### src/rtl/pc_sequencer.sv
// Fetch-stage program counter with step increment, absolute loads and a
// circular return-address stack for call/return pairs.
`default_nettype none

module pc_sequencer #(
    parameter int                 WIDTH     = 32,
    parameter logic [WIDTH-1:0]   RESET_VEC = '0,
    parameter logic [WIDTH-1:0]   STEP      = WIDTH'(1),
    parameter int                 RAS_DEPTH = 4
) (
    input  logic                           clk,
    input  logic                           clr,
    input  logic                           en,
    input  logic                           ld,
    input  logic                           call,
    input  logic                           ret,
    input  logic [WIDTH-1:0]               ld_addr,
    output logic [WIDTH-1:0]               pc,
    output logic [WIDTH-1:0]               pc_next,
    output logic [$clog2(RAS_DEPTH+1)-1:0] ras_count,
    output logic                           ras_empty,
    output logic                           ras_full,
    output logic                           ovf_err,
    output logic                           unf_err
);

    localparam int CW = $clog2(RAS_DEPTH + 1);
    localparam int PW = (RAS_DEPTH > 1) ? $clog2(RAS_DEPTH) : 1;
    localparam logic [PW-1:0] PTR_LAST = PW'(RAS_DEPTH - 1);
    localparam logic [CW-1:0] CNT_FULL = CW'(RAS_DEPTH);

    typedef enum logic [1:0] {
        OP_HOLD,
        OP_INC,
        OP_LOAD,
        OP_CALL
    } op_t;

    // Registered state
    logic [WIDTH-1:0] pc_reg;
    logic [PW-1:0]    wr_ptr_reg;
    logic [CW-1:0]    count_reg;
    logic             ovf_reg;
    logic             unf_reg;

    // Next-state values
    logic [PW-1:0]    wr_ptr_next;
    logic [CW-1:0]    count_next;
    logic             ovf_next;
    logic             unf_next;
    logic             push;

    // Return-address storage; contents are don't-care after reset
    logic [WIDTH-1:0] ras_mem [RAS_DEPTH];

    logic [WIDTH-1:0] pc_inc;
    logic [PW-1:0]    top_ptr;
    logic [PW-1:0]    wr_ptr_inc;
    logic [WIDTH-1:0] top_addr;
    logic             stack_empty;
    logic             stack_full;
    op_t              op;

    assign pc_inc      = pc_reg + STEP;
    assign stack_empty = (count_reg == '0);
    assign stack_full  = (count_reg == CNT_FULL);

    // wr_ptr_reg points at the slot the next push writes; top is one behind it
    assign top_ptr    = (wr_ptr_reg == '0) ? PTR_LAST : wr_ptr_reg - PW'(1);
    assign wr_ptr_inc = (wr_ptr_reg == PTR_LAST) ? '0 : wr_ptr_reg + PW'(1);
    assign top_addr   = ras_mem[top_ptr];

    // Decode of the non-return actions; ret is handled first below
    always_comb begin
        op = OP_HOLD;
        if (en) begin
            if (call) begin
                op = OP_CALL;
            end else if (ld) begin
                op = OP_LOAD;
            end else begin
                op = OP_INC;
            end
        end
    end

    always_comb begin
        pc_next     = pc_reg;
        wr_ptr_next = wr_ptr_reg;
        count_next  = count_reg;
        ovf_next    = ovf_reg;
        unf_next    = unf_reg;
        push        = 1'b0;

        if (en && ret) begin
            if (!stack_empty) begin
                pc_next     = top_addr;
                wr_ptr_next = top_ptr;
                count_next  = count_reg - CW'(1);
            end else begin
                unf_next = 1'b1;
                pc_next  = pc_inc;
            end
        end else begin
            case (op)
                OP_CALL: begin
                    push        = 1'b1;
                    pc_next     = ld_addr;
                    wr_ptr_next = wr_ptr_inc;
                    // A full stack overwrites its oldest entry and keeps the count
                    if (stack_full) begin
                        ovf_next = 1'b1;
                    end else begin
                        count_next = count_reg + CW'(1);
                    end
                end
                OP_LOAD: pc_next = ld_addr;
                OP_INC:  pc_next = pc_inc;
                default: pc_next = pc_reg;
            endcase
        end
    end

    always_ff @(posedge clk or posedge clr) begin
        if (clr) begin
            pc_reg     <= RESET_VEC;
            wr_ptr_reg <= '0;
            count_reg  <= '0;
            ovf_reg    <= 1'b0;
            unf_reg    <= 1'b0;
        end else begin
            pc_reg     <= pc_next;
            wr_ptr_reg <= wr_ptr_next;
            count_reg  <= count_next;
            ovf_reg    <= ovf_next;
            unf_reg    <= unf_next;
        end
    end

    always_ff @(posedge clk) begin
        if (push) begin
            ras_mem[wr_ptr_reg] <= pc_inc;
        end
    end

    assign pc        = pc_reg;
    assign ras_count = count_reg;
    assign ras_empty = stack_empty;
    assign ras_full  = stack_full;
    assign ovf_err   = ovf_reg;
    assign unf_err   = unf_reg;

endmodule

`default_nettype wire

### config.mk
export PLATFORM = sky130hd
export DESIGN_NAME = pc_sequencer
export DESIGN_NICKNAME = d
export VERILOG_FILES = /design/src/rtl/pc_sequencer.sv
export SDC_FILE = /design/constraint.sdc
export NUM_CORES = 1
export LEC_CHECK = 0
export ABC_AREA = 1
export BUFFER_PORTS_ARGS = -buffer_cell sky130_fd_sc_hd__buf_2
export CORE_MARGIN = 2
export CORE_UTILIZATION = 40
export CTS_CLUSTER_SIZE = 20
export DETAILED_ROUTE_END_ITERATION = 7
export MAX_ROUTING_LAYER = met4
export SKIP_LAST_GASP = 1
export SLEW_MARGIN = 20
export SYNTH_ARGS = -nofsm -noshare
export SYNTH_HDL_FRONTEND = slang
export SYNTH_SLANG_ARGS = --single-unit
### constraint.sdc
create_clock -name clk -period 5 [get_ports clk]
set_input_delay 0.5 -clock clk [delete_from_list [all_inputs] [get_ports clk]]
set_output_delay 0.5 -clock clk [all_outputs]
set_load 0.05 [all_outputs]
==> results of run 1 <==
## through the flow
step	cell area [µm²]	hold slack, ps	power (µW)	setup slack, ps
5_1_grt	9947	366.4	7307	998.8
6_report	9947	286.9	6923	1320
4_1_cts	9947	330.6	6937	1273
2_1_floorplan	8414	579.6	4511	2169
3_3_place_gp	9278	454.5	5430	1811
3_5_place_dp	9278	458.0	5446	1748
## metal layers
| metal | share of wire (%) | vias up | wire [µm] | global-route usage (%) |
|---|---|---|---|---|
| met2 | 47 | 256 | 11400 | 35.74 |
| li1 | - | 3306 | - | - |
| met5 | 0 | - | 0 | - |
| met4 | 2.0 | 0 | 469 | 8.238 |
| met3 | 6.0 | 35 | 1450 | 2.997 |
| met1 | 45 | 3335 | 10700 | 31.65 |
## synthesized netlist by cell type (3+ instances only)
master	count
inv_1	91
o211ai_1	5
nor2_4	9
edfxtp_1	128
xor2_2	8
a21oi_1	20
nand2_2	4
o21ai_0	70
a31oi_1	19
buf_1	3
clkbuf_1	21
dfrtp_1	39
ha_1	5
xor2_1	9
o22ai_1	15
nand2_1	308
nor2_1	73
buf_2	15
nand3_1	76
## cell type report
| type | instances | area, µm² |
|---|---|---|
| Clock inverter | 7 | 162.7 |
| Multi-Input combinational cell | 637 | 3095 |
| Clock buffer | 25 | 506.7 |
| Tap cell | 275 | 344.1 |
| Sequential cell | 167 | 4820 |
| Inverter | 92 | 345.3 |
| Timing Repair Buffer | 124 | 673.1 |
| Fill cell | 2054 | 10880 |
## how the worst max path moves through the flow
stage                   from          end  slack [ps]  depth (start not counted)
3_3_place_gp   wr_ptr_reg[0]  pc_next[11]        1810                         11
6_report       wr_ptr_reg[0]  pc_next[11]        1320                         11
4_1_cts        wr_ptr_reg[0]  pc_next[11]        1270                         11
3_5_place_dp   wr_ptr_reg[0]  pc_next[11]        1750                         11
5_1_grt        wr_ptr_reg[0]  pc_next[11]        1000                         11
2_1_floorplan   ras_count[0]   pc_next[2]        2170                          3
## cell families after synthesis
kind of cell	count (synthesis)	share of synthesized area, %
simple gates	482	24.42
fa+ha+maj	6	0.9814
flops	167	57.28
compound gates	131	8.535
buf+inv	132	6.201
xor+xnor	18	2.587
## worst reg2reg max path, stage by stage (launching register included)
cell and delay [ps]:
dfrtp_1 420, inv_1 140, ha_1 260, nor2_4 610, buf_4 400, nand2_1 100
nand3_1 70, nand2_1 50, a31oi_1 160, a21oi_1 70, nand2_1 170
## power groups by stage
| stage | logic [µW] | clock network (µW) | registers, µW |
|---|---|---|---|
| finish | 3210 | 1500 | 2220 |
| global route | 3500 | 1550 | 2260 |
| floorplan | 1850 | 0 | 2660 |
| CTS | 3210 | 1500 | 2220 |
| global placement | 3190 | 0 | 2240 |
| detailed placement | 3200 | 0 | 2240 |
==> qor.txt, run 1 <==
Status = finished clean
Relative contribution of combinational cells to total power = 46.3%
Sequential fraction of the synthesis area = 57.28%
Dominant delay contributor by cell family on the critical path = simple AND/OR/NAND/NOR gates
Flop and latch count out of synthesis = 167
Worst Tran Pin Value = 1013 ps
Cell repeated most along the worst path = nand2_1
DRC = 0
Final min period = 3680 ps
Worst voltage drop across the vdd grid = 0.4074 mV
First-pass GRT wire length = 37470 µm
Post-DR wirelength/cell = 18.10 µm
Vias post-DR = 6932
Remaining max-slew budget at the tightest pin = 32.42%
Fmax = 271.7 MHz
Gate count of the mapped netlist = 936
Standard-cell rows = 53
Die footprint = 0.02221 mm²
Antenna Nets Post-Route = 0
Flip-flop count of the largest register, all copies and words added = 128
Switching fraction of total power = 47.61%
Type of origin of the critical path = flip-flop
Resize count post-CTS = 0
Cell type contributing the most total cell area after synthesis = edfxtp_1
H-Tree Level Count = 4
Synthesis-to-layout area growth = 18.22%
Final clock skew = 10.69 ps
DP Cell Count = 1295
Clock-pin slew reported for the worst setup and hold paths after clock tree synthesis = 70 ps
Maximum Capacitance Violations = 0
Post-CTS Hold Fix Bufs = 0
Number of detailed-route iterations in the first pass = 5
Biggest area contributors in the synthesized netlist = edfxtp_1 46%, nand2_1 14%, dfrtp_1 12%, nand3_1 4.5%, o21ai_0 4.2%
Register share of total power = 32.1%
Number of failing setup endpoints in the final timing report = 0
Maximum buffer depth of the clock tree = 2
Critical path buffer and inverter count = 3
Clock insertion delay at the later pin of the skew report = 440 ps
Count of distinct cell types in the synthesized netlist = 33
Clock tree from TritonCTS = done
Setup fix buffers added after clock tree synthesis = 0
Overall Global Routing Usage = 23.14%
Post-route core utilization = 47.77%
Number of global-route vias before repair = 6589
Part of the power in the clock network = 21.6%
Type of the worst setup path = reg -> out
Most common library cell in the layout ignoring fill and taps = nand2_1
Final-report max-slew violation count = 0
Synthesized area = 0.008414 mm²
Number of vias per cell = 5.224
Crit path largest cell delay = 610 ps
TritonCTS Buffers = 17
Die Span X = 149.0 µm
Top-area cell type share of the netlist area = 45.68%
Syn_nets = 980
Largest net degree at the start of global routing = 47
Data arrival time at the worst-slack endpoint = 3180 ps
GPL Wtd Cong = 0.8733
Root buffer selected by CTS = clkbuf_16
Critical R2R Capture = pc[11]
IO Port Bufs = 108
Max Fanout on Critical Path = 30
Mean cell area of the mapped netlist = 8.990 µm²
Top Ports = 109
Minimum setup slack among reg-to-reg paths = 2460 ps
Most used cells in the layout excluding fill and tap cells = 307 x nand2_1, 128 x edfxtp_1, 108 x buf_2, 90 x inv_1, 76 x nand3_1
Die Height = 149.0 µm
PD cells = 696.0 mW/mm²
Core Area = 0.02082 mm²
NumNets Final = 1083
Finished Layout Cells = 1327
Starting Density = 40.41%
Global-route congestion overflow total = 0
Initial antenna violation count = 0
Number of enable flip-flop cells after synthesis = 128
FFs w/ async S/R, synth = 23.35%
Hold Path Class = in -> async
Share of cells above drive strength 1 = 18.35%
Antenna fix cells = 0
Placed wire-length estimate = 15610 µm
WL final = 24020 µm
Data required time at the worst endpoint = 4500 ps
Net Switching = 3296 µW
Critical-path cell list = inv_1 > ha_1 > nor2_4 > buf_4 > nand2_1 > nand3_1 > nand2_1 > a31oi_1 > a21oi_1 > nand2_1 > buf_2
R2R depth = 10
Initial DRC count = 580
Max stage delay cell, worst path = nor2_4
Final total negative setup slack = 0 ps
Leak pwr = 0.004249 µW
Type of destination of the critical path = output port
Fin crit share = 73.61%
Primary flip-flop cell chosen by synthesis mapping = edfxtp_1
Worst R2R Start = wr_ptr_reg[0]
Sinks on Clock Net = 167
Number of warnings printed during yosys synthesis = 0
Fin. Hold Viols = 0
Internal cell power = 3627 µW
Unrepaired setup endpoints after global routing = false
Note: power is estimated with default switching activity, not from simulation.
==> run 2: changes to the inputs <==
clock period = 3.1 ns   (was 5 ns; I/O delays follow)
==> run 2 against run 1 <==
Net effect: sequential share of layout area decreased by 0.085 points; largest cell class unchanged; final cell count is 0.60% higher; via count decreased by 1.7%; first-iteration DRC count rose by 1.4%; flip-flop and latch count did not move; die area unchanged; clock skew increased by 2.4 ps; worst hold slack worse by 200 ps; non-clock buffer count up 8; register-to-register slack got worse by 1400 ps; clock power is 35% higher; utilization grew 0.084 points.
==> qor.txt, run 2 (synthesis results as in run 1) <==
Final clock skew = 13.10 ps (+2.413 ps)
Most common library cell in the layout ignoring fill and taps = nand2_1
Fmax = 340.6 MHz
Die Height = 149.0 µm (unchanged)
Remaining max-slew budget at the tightest pin = 34.80% (+2.4 points)
Critical path destination = pc_next[22]
Vias post-DR = 6817 (-1.7%)
Largest net degree at the start of global routing = 66 (+40%)
Clock-pin slew reported for the worst setup and hold paths after clock tree synthesis = 70 ps (about the same)
Final total negative setup slack = 0 ps (unchanged)
Data arrival time at the worst-slack endpoint = 2630 ps (-550 ps)
Number of vias per cell = 5.106 (-2.2%)
Post-route total power = 10950 µW (+58%)
Antenna Nets Post-Route = 0 (unchanged)
H-Tree Level Count = 4 (unchanged)
Type of origin of the critical path = flip-flop
Final min period = 2936 ps
Worst R2R Start = pc[1]
Sinks on Clock Net = 167 (unchanged)
Hold Path Class = in -> async
Number of global-route vias before repair = 6273 (-4.8%)
Initial DRC count = 588 (+1.4%)
Type of destination of the critical path = output port
Final-layout worst hold slack = 91.07 ps (-195.8 ps)
Global-route congestion overflow total = 0 (unchanged)
PD cells = 1099 mW/mm² (+58%)
Post-route core utilization = 47.85% (+0.084 points)
Leak pwr = 0.004249 µW (about the same)
Start point of the critical path = wr_ptr_reg[0]
Starting Density = 40.41% (unchanged)
Overall Global Routing Usage = 22.32% (-0.82 points)
WL final = 23870 µm (-0.63%)
TritonCTS Buffers = 17 (unchanged)
Die footprint = 0.02221 mm² (unchanged)
IO Port Bufs = 108 (unchanged)
Root buffer selected by CTS = clkbuf_16
GPL Wtd Cong = 0.8527 (-2.4%)
NumNets Final = 1091 (+0.74%)
Data required time at the worst endpoint = 2790 ps (-1710 ps)
Number of detailed-route iterations in the first pass = 5 (unchanged)
Top Ports = 109 (unchanged)
Status = finished clean
Share of cells above drive strength 1 = 19.15% (+0.80 points)
Final-report max-slew violation count = 0 (unchanged)
First-pass GRT wire length = 35760 µm (-4.6%)
Antenna fix cells = 0 (unchanged)
Setup fix buffers added after clock tree synthesis = 0 (unchanged)
Flip-flop count of the largest register, all copies and words added = 128 (unchanged)
Die Span X = 149.0 µm (unchanged)
Type of the worst setup path = reg -> out
Worst voltage drop across the vdd grid = 0.5723 mV (+40%)
Maximum buffer depth of the clock tree = 2 (unchanged)
Fin crit share = 94.70%
Fin. Hold Viols = 0 (unchanged)
Synthesis-to-layout area growth = 18.42%
Post-CTS Hold Fix Bufs = 0 (unchanged)
Maximum Capacitance Violations = 0 (unchanged)
Minimum setup slack among reg-to-reg paths = 1080 ps (-1380 ps)
Clock insertion delay at the later pin of the skew report = 440 ps (about the same)
Standard-cell rows = 53 (unchanged)
R2R depth = 12 (+2)
Core Area = 0.02082 mm² (unchanged)
Clock tree from TritonCTS = done
Post-DR wirelength/cell = 17.88 µm (-1.2%)
Most used cells in the layout excluding fill and tap cells = 307 x nand2_1, 128 x edfxtp_1, 102 x buf_2, 89 x inv_1, 76 x nand3_1
Initial antenna violation count = 0 (unchanged)
Critical R2R Capture = pc[30]
Placed wire-length estimate = 15360 µm (-1.6%)
Number of failing setup endpoints in the final timing report = 0 (unchanged)
Unrepaired setup endpoints after global routing = true
Worst Tran Pin Value = 976.6 ps (-36.05 ps)
DRC = 0 (unchanged)
Max Fanout on Critical Path = 28 (-6.7%)
[run 2: changes by cell type in the layout (fill, tap and decap cells not counted), sizes merged]
cell      previous run  this run
clkbuf              25        24
bufinv               5         1
buf                124       125
inv                 92        96
clkinv               1         6
clkinvlp             1         4
[run 2: area by class of cell]
class / count / area, µm²
clock buffers: 17 / 425.4
clock inverters: 15 / 128.9
fillers: 2007 / 10860
inverters: 92 / 345.3
multi-input cells: 637 / 3095
flip-flops and latches: 167 / 4820
well taps: 275 / 344.1
repair buffers: 132 / 805.8
[run 2: worst min-delay path by stage]
stage,startpoint,end
final,clr,pc[28]
after global routing,clr,pc[28]
after CTS,clr,pc[28]
after detailed placement,unf_err,unf_err
after global placement,unf_err,unf_err
after floorplan,clr,ovf_err
[run 2: worst max-delay path, cell delays in order, from the launching register on]
cell,delay [ps]
dfrtp_1,440
inv_1,190
ha_1,260
inv_1,100
nand2_2,90
buf_6,250
nand2_1,80
nand3_1,80
nand2_1,60
a31oi_1,150
a21oi_1,60
nand2_1,170
clkbuf_4,250
[run 2: layer usage]
metal	wire length (µm)	vias to the layer above	track usage, %
li1	-	3316	-
met1	10660	3216	30.28
met2	11300	250	33.99
met3	1385	35	3.578
met4	526	0	8.429
met5	0	-	-
[run 2: power by group]
part	switching, µW	internal (µW)	leakage, µW
Clock	916	1110	0.000259
Combinational	4000	1330	0.00234
Sequential	476	3110	0.00165
[run 2: through the flow]
| step | area (µm²) | setup WS, ps | instances |
|---|---|---|---|
| after global placement | 9355 | 584.2 | 1302 |
| after CTS | 9910 | 19.98 | 1334 |
| after detailed placement | 9355 | 516.4 | 1302 |
| after floorplan | 8414 | 458.9 | 936 |
| after global routing | 9965 | -15.91 | 1335 |
| final | 9965 | 164.3 | 1335 |
[run 2: timing repair]
item	in CTS	in global routing
hold endpoints to repair	0	0
setup endpoints to repair	0	30
resized for setup	0	11
